==> src/rtl/capture_ctrl_if.sv <==
// capture_ctrl_if: bundles the host control, LVDS byte stream, packer-side
// stream and status signals of capture_ctrl.
//   master : host / LVDS side (drives controls and the input byte stream)
//   slave  : capture_ctrl (drives the gated byte stream and status)
// Signals:
//   arm, stop                 start / abort pulses
//   cfg_words                 words to capture (0 = continuous)
//   trig_mode                 0 = first strobed byte, 1 = pattern match
//   trig_value, trig_mask     pattern compare operands
//   valid_in, data_in         LVDS strobe and byte
//   fifo_full                 downstream word FIFO full
//   pk_valid, pk_data         gated byte stream to the packer
//   armed, busy, done         sequencer status
//   words_cnt                 words completed since arm
//   ovf, misalign             sticky error flags
interface capture_ctrl_if #(
  parameter int LVDS_LEN = 8,
  parameter int CNT_W    = 16
);
  logic                arm;
  logic                stop;
  logic [CNT_W-1:0]    cfg_words;
  logic                trig_mode;
  logic [LVDS_LEN-1:0] trig_value;
  logic [LVDS_LEN-1:0] trig_mask;
  logic                valid_in;
  logic [LVDS_LEN-1:0] data_in;
  logic                fifo_full;
  logic                pk_valid;
  logic [LVDS_LEN-1:0] pk_data;
  logic                armed;
  logic                busy;
  logic                done;
  logic [CNT_W-1:0]    words_cnt;
  logic                ovf;
  logic                misalign;

  modport master (
    output arm, stop, cfg_words, trig_mode, trig_value, trig_mask,
           valid_in, data_in, fifo_full,
    input  pk_valid, pk_data, armed, busy, done, words_cnt, ovf, misalign
  );

  modport slave (
    input  arm, stop, cfg_words, trig_mode, trig_value, trig_mask,
           valid_in, data_in, fifo_full,
    output pk_valid, pk_data, armed, busy, done, words_cnt, ovf, misalign
  );
endinterface

==> src/rtl/capture_ctrl.sv <==
// capture_ctrl: capture sequencer between the LVDS receiver and the 8-to-32
// packer. Armed by the host, it waits for a trigger byte, forwards a gated
// byte stream, counts completed words and stops on a word boundary at the
// programmed count or on abort. Flags downstream overflow and byte
// misalignment across long strobe gaps.
// Ports:
//   clk  capture clock (LVDS ClockOUT)
//   rst  synchronous, active-high reset
//   bus  capture_ctrl_if slave modport (controls, byte streams, status)
module capture_ctrl #(
  parameter int LVDS_LEN = 8,
  parameter int DATA_LEN = 32,
  parameter int CNT_W    = 16,
  parameter int GAP_LEN  = 16
) (
  input logic          clk,
  input logic          rst,
  capture_ctrl_if.slave bus
);

  localparam int BPW   = DATA_LEN / LVDS_LEN;
  localparam int PH_W  = (BPW > 1) ? $clog2(BPW) : 1;
  localparam int GAP_W = $clog2(GAP_LEN + 1);
  localparam logic [PH_W-1:0]  LAST_PH  = PH_W'(BPW - 1);
  localparam logic [GAP_W-1:0] GAP_MAX  = GAP_W'(GAP_LEN);
  localparam logic [GAP_W-1:0] GAP_LAST = GAP_W'(GAP_LEN - 1);

  typedef enum logic [2:0] {
    S_IDLE, S_ARMED, S_CAPTURE, S_DRAIN, S_DONE
  } state_t;

  state_t state, state_nxt;

  // configuration latched on arm
  logic [CNT_W-1:0]    cfg_words_q;
  logic                trig_mode_q;
  logic [LVDS_LEN-1:0] trig_value_q;
  logic [LVDS_LEN-1:0] trig_mask_q;

  logic [PH_W-1:0]     phase;
  logic [GAP_W-1:0]    gap_cnt;
  logic [CNT_W-1:0]    words_cnt_q;
  logic                ovf_q;
  logic                misalign_q;
  logic                pk_valid_q;
  logic [LVDS_LEN-1:0] pk_data_q;

  logic                in_stream;
  logic                arm_ok;
  logic                trig_hit;
  logic                trig_take;
  logic                fwd;
  logic                word_end;
  logic [CNT_W-1:0]    words_inc;
  logic                cnt_hit;
  logic                gap_hit;
  logic [PH_W-1:0]     phase_adv;
  logic [PH_W-1:0]     phase_eff;

  assign in_stream = (state == S_CAPTURE) || (state == S_DRAIN);
  assign arm_ok    = bus.arm && ((state == S_IDLE) || (state == S_DONE));
  assign trig_hit  = bus.valid_in &&
                     (!trig_mode_q ||
                      ((bus.data_in & trig_mask_q) == (trig_value_q & trig_mask_q)));
  // an abort in ARMED wins over a coincident trigger: nothing is forwarded
  assign trig_take = (state == S_ARMED) && !bus.stop && trig_hit;
  assign fwd       = trig_take || (in_stream && bus.valid_in);
  assign word_end  = in_stream && bus.valid_in && (phase == LAST_PH);
  assign words_inc = words_cnt_q + CNT_W'(1);
  assign cnt_hit   = word_end && (cfg_words_q != '0) && (words_inc == cfg_words_q);
  // fires on the cycle the gap counter reaches GAP_LEN (only once, it saturates)
  assign gap_hit   = in_stream && !bus.valid_in && (gap_cnt == GAP_LAST);
  assign phase_adv = (phase == LAST_PH) ? '0 : phase + PH_W'(1);
  // phase after this cycle's byte; decides whether a stop lands on a boundary
  assign phase_eff = (in_stream && bus.valid_in) ? phase_adv : phase;

  // state register
  always_ff @(posedge clk) begin
    if (rst) state <= S_IDLE;
    else     state <= state_nxt;
  end

  // next-state logic
  always_comb begin
    state_nxt = state;
    case (state)
      S_IDLE: begin
        if (bus.arm) state_nxt = S_ARMED;
      end
      S_ARMED: begin
        if (bus.stop)    state_nxt = S_IDLE;
        else if (trig_hit) state_nxt = S_CAPTURE;
      end
      S_CAPTURE: begin
        if (cnt_hit)       state_nxt = S_DONE;
        else if (bus.stop) state_nxt = (phase_eff == '0) ? S_DONE : S_DRAIN;
      end
      S_DRAIN: begin
        if (word_end || gap_hit) state_nxt = S_DONE;
      end
      S_DONE: begin
        state_nxt = bus.arm ? S_ARMED : S_IDLE;
      end
      default: state_nxt = S_IDLE;
    endcase
  end

  // status outputs; DONE lasts exactly one cycle so it doubles as the pulse
  always_comb begin
    bus.armed = (state == S_ARMED);
    bus.busy  = (state == S_ARMED) || (state == S_CAPTURE) || (state == S_DRAIN);
    bus.done  = (state == S_DONE);
  end

  // datapath
  always_ff @(posedge clk) begin
    if (rst) begin
      cfg_words_q  <= '0;
      trig_mode_q  <= 1'b0;
      trig_value_q <= '0;
      trig_mask_q  <= '0;
      phase        <= '0;
      gap_cnt      <= '0;
      words_cnt_q  <= '0;
      ovf_q        <= 1'b0;
      misalign_q   <= 1'b0;
      pk_valid_q   <= 1'b0;
      pk_data_q    <= '0;
    end else begin
      pk_valid_q <= fwd;
      if (fwd) pk_data_q <= bus.data_in;

      if (arm_ok) begin
        cfg_words_q  <= bus.cfg_words;
        trig_mode_q  <= bus.trig_mode;
        trig_value_q <= bus.trig_value;
        trig_mask_q  <= bus.trig_mask;
        phase        <= '0;
        gap_cnt      <= '0;
        words_cnt_q  <= '0;
        ovf_q        <= 1'b0;
        misalign_q   <= 1'b0;
      end else begin
        // phase is 0 in ARMED, so the trigger byte advances it to 1
        if (fwd) phase <= phase_adv;
        if (word_end) words_cnt_q <= words_inc;

        if (bus.valid_in)                      gap_cnt <= '0;
        else if (in_stream && gap_cnt != GAP_MAX) gap_cnt <= gap_cnt + GAP_W'(1);

        if (fwd && bus.fifo_full) ovf_q <= 1'b1;
        // phase is never 0 in DRAIN, so this covers both CAPTURE and DRAIN
        if (gap_hit && phase != '0) misalign_q <= 1'b1;
      end
    end
  end

  assign bus.pk_valid  = pk_valid_q;
  assign bus.pk_data   = pk_data_q;
  assign bus.words_cnt = words_cnt_q;
  assign bus.ovf       = ovf_q;
  assign bus.misalign  = misalign_q;

endmodule

==> src/flat_wrapper.sv <==
// flat-port wrapper written by rule: the top's interface ports become plain ports
module capture_ctrl_flat 
#(
  parameter int LVDS_LEN = 8,
  parameter int DATA_LEN = 32,
  parameter int CNT_W    = 16,
  parameter int GAP_LEN  = 16
)
  (clk, rst, bus_arm, bus_stop, bus_cfg_words, bus_trig_mode, bus_trig_value, bus_trig_mask, bus_valid_in, bus_data_in, bus_fifo_full, bus_pk_valid, bus_pk_data, bus_armed, bus_busy, bus_done, bus_words_cnt, bus_ovf, bus_misalign);
  capture_ctrl_if #(.LVDS_LEN(LVDS_LEN), .CNT_W(CNT_W)) bus_i ();
  input logic clk;
  input logic rst;
  input wire logic [$bits(bus_i.arm)-1:0] bus_arm;
  input wire logic [$bits(bus_i.stop)-1:0] bus_stop;
  input wire logic [$bits(bus_i.cfg_words)-1:0] bus_cfg_words;
  input wire logic [$bits(bus_i.trig_mode)-1:0] bus_trig_mode;
  input wire logic [$bits(bus_i.trig_value)-1:0] bus_trig_value;
  input wire logic [$bits(bus_i.trig_mask)-1:0] bus_trig_mask;
  input wire logic [$bits(bus_i.valid_in)-1:0] bus_valid_in;
  input wire logic [$bits(bus_i.data_in)-1:0] bus_data_in;
  input wire logic [$bits(bus_i.fifo_full)-1:0] bus_fifo_full;
  output wire logic [$bits(bus_i.pk_valid)-1:0] bus_pk_valid;
  output wire logic [$bits(bus_i.pk_data)-1:0] bus_pk_data;
  output wire logic [$bits(bus_i.armed)-1:0] bus_armed;
  output wire logic [$bits(bus_i.busy)-1:0] bus_busy;
  output wire logic [$bits(bus_i.done)-1:0] bus_done;
  output wire logic [$bits(bus_i.words_cnt)-1:0] bus_words_cnt;
  output wire logic [$bits(bus_i.ovf)-1:0] bus_ovf;
  output wire logic [$bits(bus_i.misalign)-1:0] bus_misalign;
  assign bus_i.arm = bus_arm;
  assign bus_i.stop = bus_stop;
  assign bus_i.cfg_words = bus_cfg_words;
  assign bus_i.trig_mode = bus_trig_mode;
  assign bus_i.trig_value = bus_trig_value;
  assign bus_i.trig_mask = bus_trig_mask;
  assign bus_i.valid_in = bus_valid_in;
  assign bus_i.data_in = bus_data_in;
  assign bus_i.fifo_full = bus_fifo_full;
  assign bus_pk_valid = bus_i.pk_valid;
  assign bus_pk_data = bus_i.pk_data;
  assign bus_armed = bus_i.armed;
  assign bus_busy = bus_i.busy;
  assign bus_done = bus_i.done;
  assign bus_words_cnt = bus_i.words_cnt;
  assign bus_ovf = bus_i.ovf;
  assign bus_misalign = bus_i.misalign;
  capture_ctrl #(.LVDS_LEN(LVDS_LEN), .DATA_LEN(DATA_LEN), .CNT_W(CNT_W), .GAP_LEN(GAP_LEN)) u_core (.clk(clk), .rst(rst), .bus(bus_i));
endmodule
==> config.mk <==
export PLATFORM = sky130hd
export DESIGN_NAME = capture_ctrl_flat
export DESIGN_NICKNAME = d
export VERILOG_FILES = /design/src/rtl/capture_ctrl_if.sv /design/src/rtl/capture_ctrl.sv /design/src/flat_wrapper.sv
export SDC_FILE = /design/constraint.sdc
export NUM_CORES = 1
export LEC_CHECK = 0
export CAP_MARGIN = 20
export CORE_AREA = 3 3 84 86
export DETAILED_ROUTE_END_ITERATION = 7
export DIE_AREA = 0 0 87 89
export PLACE_DENSITY = 0.85
export SLEW_MARGIN = 30
export SYNTH_ARGS = -nofsm -noshare
export SYNTH_HDL_FRONTEND = slang
export SYNTH_SLANG_ARGS = --single-unit
==> constraint.sdc <==
create_clock -name clk -period 5.65 [get_ports clk]
set_input_delay 0.565 -clock clk [delete_from_list [all_inputs] [get_ports clk]]
set_output_delay 0.565 -clock clk [all_outputs]
set_load 0.005 [all_outputs]
; ---- Word level (Yosys, flattened, before mapping)
; Index checks and enable logic that the tools add are counted.
[word_totals]
regBits = 70
latch_bits = 0
mem_bits_rw = 0
mem_bits_ro = 0
inputBits = 47
out_inout_bits = 30
elab_cells = 71
mem_count = 0
[classes]
add_sub_neg = 3
mul = 0
div = 0
n_lt_le_gt_ge = 0
n_eq_ne = 13
shifts = 0
n_mux = 11
bitwise = 2
n_reduce_logical = 30
[op_table]
columns = cell, n
row1 = $mux W3, 7
row2 = $add A16 B1 Y16 const B, 1
row3 = $and A8 B8 Y8, 2
row4 = $eq A16 B16 Y1, 1
row5 = $reduce_bool A16 Y1, 1
row6 = $pmux W3 S5, 1
row7 = $logic_and A1 B1 Y1, 13
row8 = $eq A8 B8 Y1, 1
row9 = $logic_or A1 B1 Y1, 7
row10 = $eq A3 B2 Y1 const B, 2
row11 = $ne A3 B2 Y1 const B, 2
row12 = $add A5 B1 Y5 const B, 1
row13 = $eq A5 B4 Y1 const B, 1
row14 = $ne A5 B5 Y1 const B, 1
row15 = $mux W2, 2
row16 = $ne A2 B2 Y1 const B, 2
row17 = $reduce_and A4 Y1, 1
row18 = $eq A3 B1 Y1 const B, 1
row19 = $eq A3 B3 Y1 const B, 1
row20 = $logic_not A1 Y1, 3
row21 = $logic_not A3 Y1, 1
row22 = $reduce_or A3 Y1, 1
row23 = $add A2 B1 Y2 const B, 1
row24 = $eq A2 B2 Y1 const B, 1
row25 = other kinds (4), 4

; ---- Logic depth before layout (Yosys ltp)
; Gate-level depths: netlist of run 1.
[logic_depth]
word_depth = 9
depth_mapped = 10
depth_no_buf = 9

; ---- Worst setup path before layout of run 1
; OpenSTA, ideal clock, no wires.
[synth_timing]
kind = register to register
startpoint = reg u_core.words_cnt_q[6] (netlist: u_core.bus.words_cnt[6])
endpoint = reg u_core.state[0]
setup_ps = 84
arrival_time_ps = 2300
required_ps = 5566
slack_ps = 3266
path_stages_with_launch = 10
path_buffers = 1
synth_period_minus_slack_ps = 2384
path_cell_list = dfxtp_1 buf_4 nand4_4 or3_1 mux2_1 mux2i_1 o22a_1 or4_4 nor4b_4 o31ai_2
[synth_via]
elab_chain_cells = 5
word_cells_on_any_way = 7
classes_between = add/sub (1) / eq/ne (2) / mux (2) / reduce/logical (2)
[synth_rtl]
columns = element, line
row1 = "start, declared", capture_ctrl.sv:42  ; logic [CNT_W-1:0] words_cnt_q;
row2 = "start signal, assigned", capture_ctrl.sv:146  ; if (word_end) words_cnt_q <= words_inc;
row3 = $add A16 B1 Y16 (*), capture_ctrl.sv:69  ; assign words_inc = words_cnt_q + CNT_W'(1);
row4 = $eq A16 B16 Y1 (*), capture_ctrl.sv:70  ; assign cnt_hit = word_end && (cfg_words_q != '0) && (words_inc == cfg_words_q);
row5 = $logic_and A1 B1 Y1 (*), capture_ctrl.sv:70
row6 = $mux W3 / $ne A3 B2 Y1 (equally long branches), n/a
row7 = $pmux W3 S5 / $reduce_and A4 Y1 (equally long branches), n/a
row8 = "end signal, assigned", capture_ctrl.sv:80  ; else state <= state_nxt;
row9 = "end, declared", capture_ctrl.sv:32  ; state_t state, state_nxt;
; Every way passes the cells marked *; elsewhere a longest branch is shown, timed or not.
; A chain may end at the register's enable or synchronous reset.

; ---- Final worst setup path of run 1
[layout_timing]
startpoint = reg u_core.words_cnt_q[4] (netlist: u_core.bus.words_cnt[4])
endpoint = reg u_core.state[0]
; Same word-level chain as after synthesis.

==> qor.yml, run 1 <==
setup_path:
  ff2ff_path_depth: 8
  arrival_ns: 3.03
  cp_max_fo: 11
  crit_path_end_kind: "flop"
  cp-start-kind: "flop"
  worst-setup-path-type: "flop to flop"
  regToRegSetupSlack_ns: 2.88
  cpPeakStageDelay_ns: 0.61
  crit_slowest_cell: "dfxtp_1"
  path_cells: "nand4_4, or3_1, mux2_1, mux2i_1, o22a_1, or4_4, nor4b_4, o31ai_2"
  critPathRequiredTime_ns: 5.92
sta:
  final.min_clock_period_ns: 2.77
  slew-limit-headroom_pct: 52.3
  tightest_slew_ns: 0.715
  hold_slack_ns: 0.466
  setup_violations: 0
  period_share_pct: 49.0
  clock_skew_ns: 0.0112
  rsz0062_at_grt: "no"
  fmax_ghz: 0.362
  finalHoldViolations: 0
  maxSlewViolCount: 0
  setup-tns-final_ns: 0
yosys:
  synth_area_per_cell_um2: 8.15
  ys_ff_latch: 70
  async_flop_share_pct: 0
  netlist_instances: 430
  yosysWarnings: 0
  synthMuxAreaShare_pct: 3.46
  synth_most_common_cell: "nand2_1"
  synth_area_leader_cell: "dfxtp_1"
  synth_cell_type_count: 57
  synth_ff_type: "dfxtp_1"
  synth_top_area_share_pct: 40.0
  synth-xor-area-share_pct: 10.0
  yosys-top-cells-area: "dfxtp_1, nand2_1, xor2_1, a21oi_1, nor2_1"
  synthTopCellsByCount: "nand2_1, dfxtp_1, a21oi_1"
  synthSimpleGateAreaFrac_pct: 25.9
  synth_top_family_by_area: "simple AND/OR/NAND/NOR gates"
  synthesis.area_um2: 3500
  synthAdderAreaFrac_pct: 2.14
  synth_compound_area_share_pct: 13.5
  synth-seq-area-share_pct: 40.0
  synth_edf_count: 0
  syn-num-nets: 483
status:
  status: "finished clean"
drt:
  drcViolationCount: 0
  num_vias: 3184
  via_per_inst: 5.57
  routedWlPerCell_um: 14.8
  drtIter0Drc: 267
  ant_nets: 0
  drt-total-wl_um: 8460
  first_pass_iters: 4
grt:
  grt_pass1_vias: 3009
  grt_max_degree: 47
  grt_overflow: 0
  antenna_found_initial: 0
  grt_use_total_pct: 22.6
  grt_pass1_wl_um: 13800
finish:
  antennaDiodeCount: 0
  final_core_util_pct: 70.0
  design_area_um2: 4440
  drive_above_1_share_pct: 5.86
  fillers: 506
  multi_input_area_um2: 1940
  num-nets-final: 543
  syn_to_final_growth_pct: 26.8
  seqCellArea_um2: 1400
hold_path:
  min_path_type: "flop to flop"
  holdPathStages: 2
die:
  num_rows: 29
  core_um2: 6350
  fp.dieArea_um2: 7740
  die_height_um: 89
  num_io_pins: 77
  start_util_pct: 55.2
  die_w_um: 87
placed_design:
  dp_hpwl_um: 5920
  gp_congestion: 0.889
  dpl_cell_area_um2: 4240
  numPortBuffers: 76
clock_network:
  htree_levels: 3
  path_clk_slew_ns: 0.08
  ctsResizeCount: 0
  cts_buffers: 9
  cts-root-buf: "clkbuf_8"
  cts_setup_buffers: 0
  clock_sinks: 70
  clk_path_buf_depth: 2
  cts_hold_buffers: 0
  clk_latency_ns: 0.36
  cts_tree: "yes"
job:
  drv_cap: 0
pwr:
  power.density_nw_per_um2: 306
  worst_ir_drop_vdd_mv: 0.194
  p_leak_nw: 1.62
  finalPower_mw: 1.36
-- critical path: cells and delay by family, from the launching register on --
kind               cells  cell delay [ns]
and+or+nand+nor        4             1.38
DFF                    1             0.61
AOI/OAI and AO/OA      2             0.39
muxes                  2             0.31
-- stage by stage --
step | setup slack (ns) | instances
global placement | 2.61 | 556
detailed placement | 2.64 | 556
finish | 2.88 | 572
global route | 2.77 | 572
CTS | 2.89 | 572
floorplan | 3.27 | 430
-- flip-flops by register name (all words and copies together), names as in the netlist --
name / flops
u_core.bus.misalign: 1
u_core.bus.ovf: 1
u_core.bus.pk_data: 8
u_core.bus.pk_valid: 1
u_core.bus.words_cnt: 16
u_core.cfg_words_q: 16
u_core.gap_cnt: 5
u_core.phase: 2
u_core.state: 3
u_core.trig_mask_q: 8
u_core.trig_mode_q: 1
u_core.trig_value_q: 8
-- final timing paths --
check	startpoint	endpoint
max	u_core.bus.words_cnt[4]	u_core.state[0]
min	u_core.trig_mask_q[7]	u_core.trig_mask_q[7]
max reg2reg	u_core.bus.words_cnt[4]	u_core.state[0]
min reg2reg	u_core.trig_mask_q[7]	u_core.trig_mask_q[7]
-- layout by cell type (no fill, tap or decap), drive strengths merged, types with 2 or more instances in the layout --
master / n
clkdlybuf4s50: 76
o21ai: 7
mux2i: 11
a31oi: 2
nand2: 86
nand4: 7
or4: 2
nand2b: 3
and2: 2
clkbuf: 10
dfxtp: 70
nor2: 43
and3: 6
ha: 6
nor3: 10
o31ai: 3
xor2: 28
a311o: 2
nor4: 5
nand3: 9
clkinv: 3
and4: 2
or3: 4
nor3b: 3
a211oi: 3
buf: 2
xnor2: 12
a21oi: 45
nor2b: 2
inv: 10
a22oi: 4
-- layout make-up --
type	count	share of cell area, %
clock inverter	6	1.58
clock buffer	10	2.87
tap	77	2.17
multi-input combinational	323	43.7
sequential	70	31.5
inverter	8	0.676
timing repair buffer	78	17.5
-- layer usage --
metal	up-vias	share of wire, %	global-route usage [%]
met5	-	0	0
met4	0	2.8	11.9
met3	25	6.8	4.70
met2	112	46	36.8
met1	1460	44	28.2
li1	1587	-	-
-- power breakdown --
part           internal [mW]  switching, mW  total (mW)
combinational          0.161          0.181       0.343
sequential             0.545         0.0566       0.602
clock                  0.208          0.206       0.413
total                  0.914          0.444        1.36
-- kinds of logic after synthesis --
| kind of cell | count (synthesis) |
|---|---|
| AOI/OAI and AO/OA | 77 |
| xor gates and xnor gates | 40 |
| adders and majority gates | 6 |
| buffers and inverters | 37 |
| DFF | 70 |
| muxes | 12 |
| and+or+nand+nor | 188 |
(Power assumes the default switching activity.)
==> run 2: changes to the inputs <==
CORE_AREA = 3 3 87 89   (was 3 3 84 86)
DIE_AREA = 0 0 90 92   (was 0 0 87 89)
PLACE_DENSITY = 0.79   (was 0.85)
clock period = 2.75 ns   (was 5.65 ns; I/O delays follow)
==> run 2 against run 1 <==
  * Final cell count up 5.2%
  * Sequential share of layout area down 0.71 points
  * First-iteration DRC count down 4.5%
  * Count of clock-buffer cells in the layout unchanged
  * Sequential power up 100%
  * Non-clock buffer count up 11
==> qor.yml, run 2 (synthesis gave the netlist of run 1 again) <==
sta:
  tightest_slew_ns: 0.502  # -0.214 ns
  period_share_pct: 94.3  # +45 points
  final.min_clock_period_ns: 2.59  # -0.173 ns
  slew-limit-headroom_pct: 66.3  # +14 points
  maxSlewViolCount: 0  # unchanged
  fmax_ghz: 0.386  # +6.7%
  clock_skew_ns: 0.0119  # +0.000669 ns
  hold_slack_ns: 0.458  # -0.00831 ns
  setup_ws_ns: 0.157  # -2.73 ns
  rsz0062_at_grt: "no"
  finalHoldViolations: 0  # unchanged
  setup_violations: 0  # unchanged
  setup-tns-final_ns: 0  # unchanged
clock_network:
  clk_latency_ns: 0.35  # about the same
  path_clk_slew_ns: 0.08  # about the same
  htree_levels: 3  # unchanged
  cts-root-buf: "clkbuf_8"
  cts_buffers: 9  # unchanged
  cts_setup_buffers: 0  # unchanged
  cts_tree: "yes"
  clk_path_buf_depth: 2  # unchanged
  clock_sinks: 70  # unchanged
die:
  core_um2: 6830  # +7.6%
  num_io_pins: 77  # unchanged
  start_util_pct: 51.3  # -3.9 points
  fp.dieArea_um2: 8280  # +6.9%
  die_w_um: 90  # +3.4%
  num_rows: 30  # +3.4%
  die_height_um: 92  # +3.4%
grt:
  grt_max_degree: 46  # -2.1%
  grt_pass1_vias: 3011  # +0.066%
  grt_use_total_pct: 20.6  # -2.0 points
  grt_overflow: 0  # unchanged
  grt_pass1_wl_um: 14100  # +2.3%
  antenna_found_initial: 0  # unchanged
setup_path:
  path_delay_family: "simple AND/OR/NAND/NOR gates"
  cp-start-kind: "flop"
  cpPeakStageDelay_ns: 0.57  # -0.04 ns
  crit_path_end_kind: "flop"
  critPathRequiredTime_ns: 3.01  # -2.91 ns
  crit_slowest_cell: "or4_4"
  arrival_ns: 2.85  # -0.18 ns
  path_cells: "nand4_1, or3_1, mux2_1, mux2i_1, o22a_1, or4_4, nor4b_4, o31ai_2"
  crit_buf_inv: 0  # unchanged
  cp_max_fo: 8  # -3
  worst-setup-path-type: "flop to flop"
placed_design:
  dp.cells: 586  # +5.4%
  numPortBuffers: 76  # unchanged
  dpl_worst_slack_ns: 0.139  # -2.50 ns
  dp_hpwl_um: 6170  # +4.2%
  gp_congestion: 0.946  # +6.4%
  dpl_cell_area_um2: 4340  # +2.3%
drt:
  num_vias: 3207  # +0.72%
  routedWlPerCell_um: 14.0  # -5.2%
  via_per_inst: 5.33  # -4.3%
  ant_nets: 0  # unchanged
  drtIter0Drc: 255  # -4.5%
  drcViolationCount: 0  # unchanged
  drt-total-wl_um: 8440  # -0.24%
  first_pass_iters: 4  # unchanged
pwr:
  p_leak_nw: 1.67  # +3.6%
  sw_frac_of_total_pct: 31.9  # -0.75 points
  worst_ir_drop_vdd_mv: 0.381  # +96%
  power_switching_mw: 0.896  # +100%
  finalPower_mw: 2.81  # +110%
  power.density_nw_per_um2: 617  # +100%
  p_clk_share_pct: 30.9  # +0.5 points
  pwr-share-comb_pct: 25.2  # about the same
  power_frac_seq_pct: 43.8  # -0.5 points
  p_int_mw: 1.91  # +110%
finish:
  final_core_util_pct: 66.6  # -3.4 points
  layout_commonest_cell: "nand2_1"
  num-nets-final: 554  # +2.0%
  final_cell_mix: "nand2_1, clkdlybuf4s50_1, dfxtp_1"
  seqCellArea_um2: 1400  # about the same
  fillers: 593  # +17%
  antennaDiodeCount: 0  # unchanged
  multi_input_area_um2: 1930  # -0.52%
  syn_to_final_growth_pct: 29.8
  design_area_um2: 4550  # +2.4%
  drive_above_1_share_pct: 7.91  # +2.0 points
  final_cells: 602  # +5.2%
status:
  status: "finished clean"
hold_path:
  min_path_type: "flop to flop"
job:
  drv_cap: 0  # unchanged
==> run 2: cell types whose count changed in the layout (fill, tap and decap cells not counted) <==
cell | previous run | this run
buf_4 | 2 | 13
and2_1 | 1 | 2
and2_2 | 1 | 0
clkbuf_1 | 1 | 0
clkbuf_8 | 9 | 10
clkinv_4 | 2 | 1
clkinvlp_4 | 0 | 1
dfxtp_1 | 70 | 69
dfxtp_2 | 0 | 1
nand2b_1 | 2 | 3
nand2b_2 | 1 | 0
nor3b_2 | 0 | 1
nor3b_4 | 1 | 0
==> run 2: worst register-to-register path, delay by kind of cell (launching register included) <==
kind | cells | cell delay, ns
simple gates | 4 | 1.37
flops | 1 | 0.46
mux | 2 | 0.30
compound gates | 2 | 0.38
==> run 2: final timing paths <==
check | to | cells past startpoint | slack, ns | startpoint
max reg2reg | u_core.state[0] | 8 | 0.16 | u_core.bus.words_cnt[3]
max | u_core.state[0] | 8 | 0.16 | u_core.bus.words_cnt[3]
min reg2reg | u_core.trig_mode_q | 2 | 0.46 | u_core.trig_mode_q
min | u_core.trig_mode_q | 2 | 0.46 | u_core.trig_mode_q
==> run 2: cell type report <==
type | count | share of cell area (%)
repair buffers | 89 | 18.9
well taps | 96 | 2.64
inverters | 8 | 0.660
flip-flops and latches | 70 | 30.8
clock inverters | 6 | 1.51
clock buffers | 10 | 3.03
multi-input cells | 323 | 42.4
==> run 2: what timing repair did <==
item | 4_1_cts | 5_1_grt
hold buffers | 0 | 0
gates resized for setup | 0 | 1
setup endpoints to repair | 0 | 1
endpoints found under the hold margin | 0 | 0
==> run 2: power by group through the flow <==
stage | clock network, mW | logic (mW) | registers [mW]
floorplan | 0 | 0.508 | 1.20
CTS | 0.889 | 0.715 | 1.23
global placement | 0 | 0.699 | 1.25
finish | 0.868 | 0.708 | 1.23
detailed placement | 0 | 0.709 | 1.25
global route | 0.935 | 0.791 | 1.24
==> run 2: per-layer routing <==
layer / GRT usage [%] / share of wire [%]
met5: 0 / 0
met4: 7.65 / 1.5
met3: 5.74 / 6.6
met2: 32.2 / 46
met1: 27.2 / 46
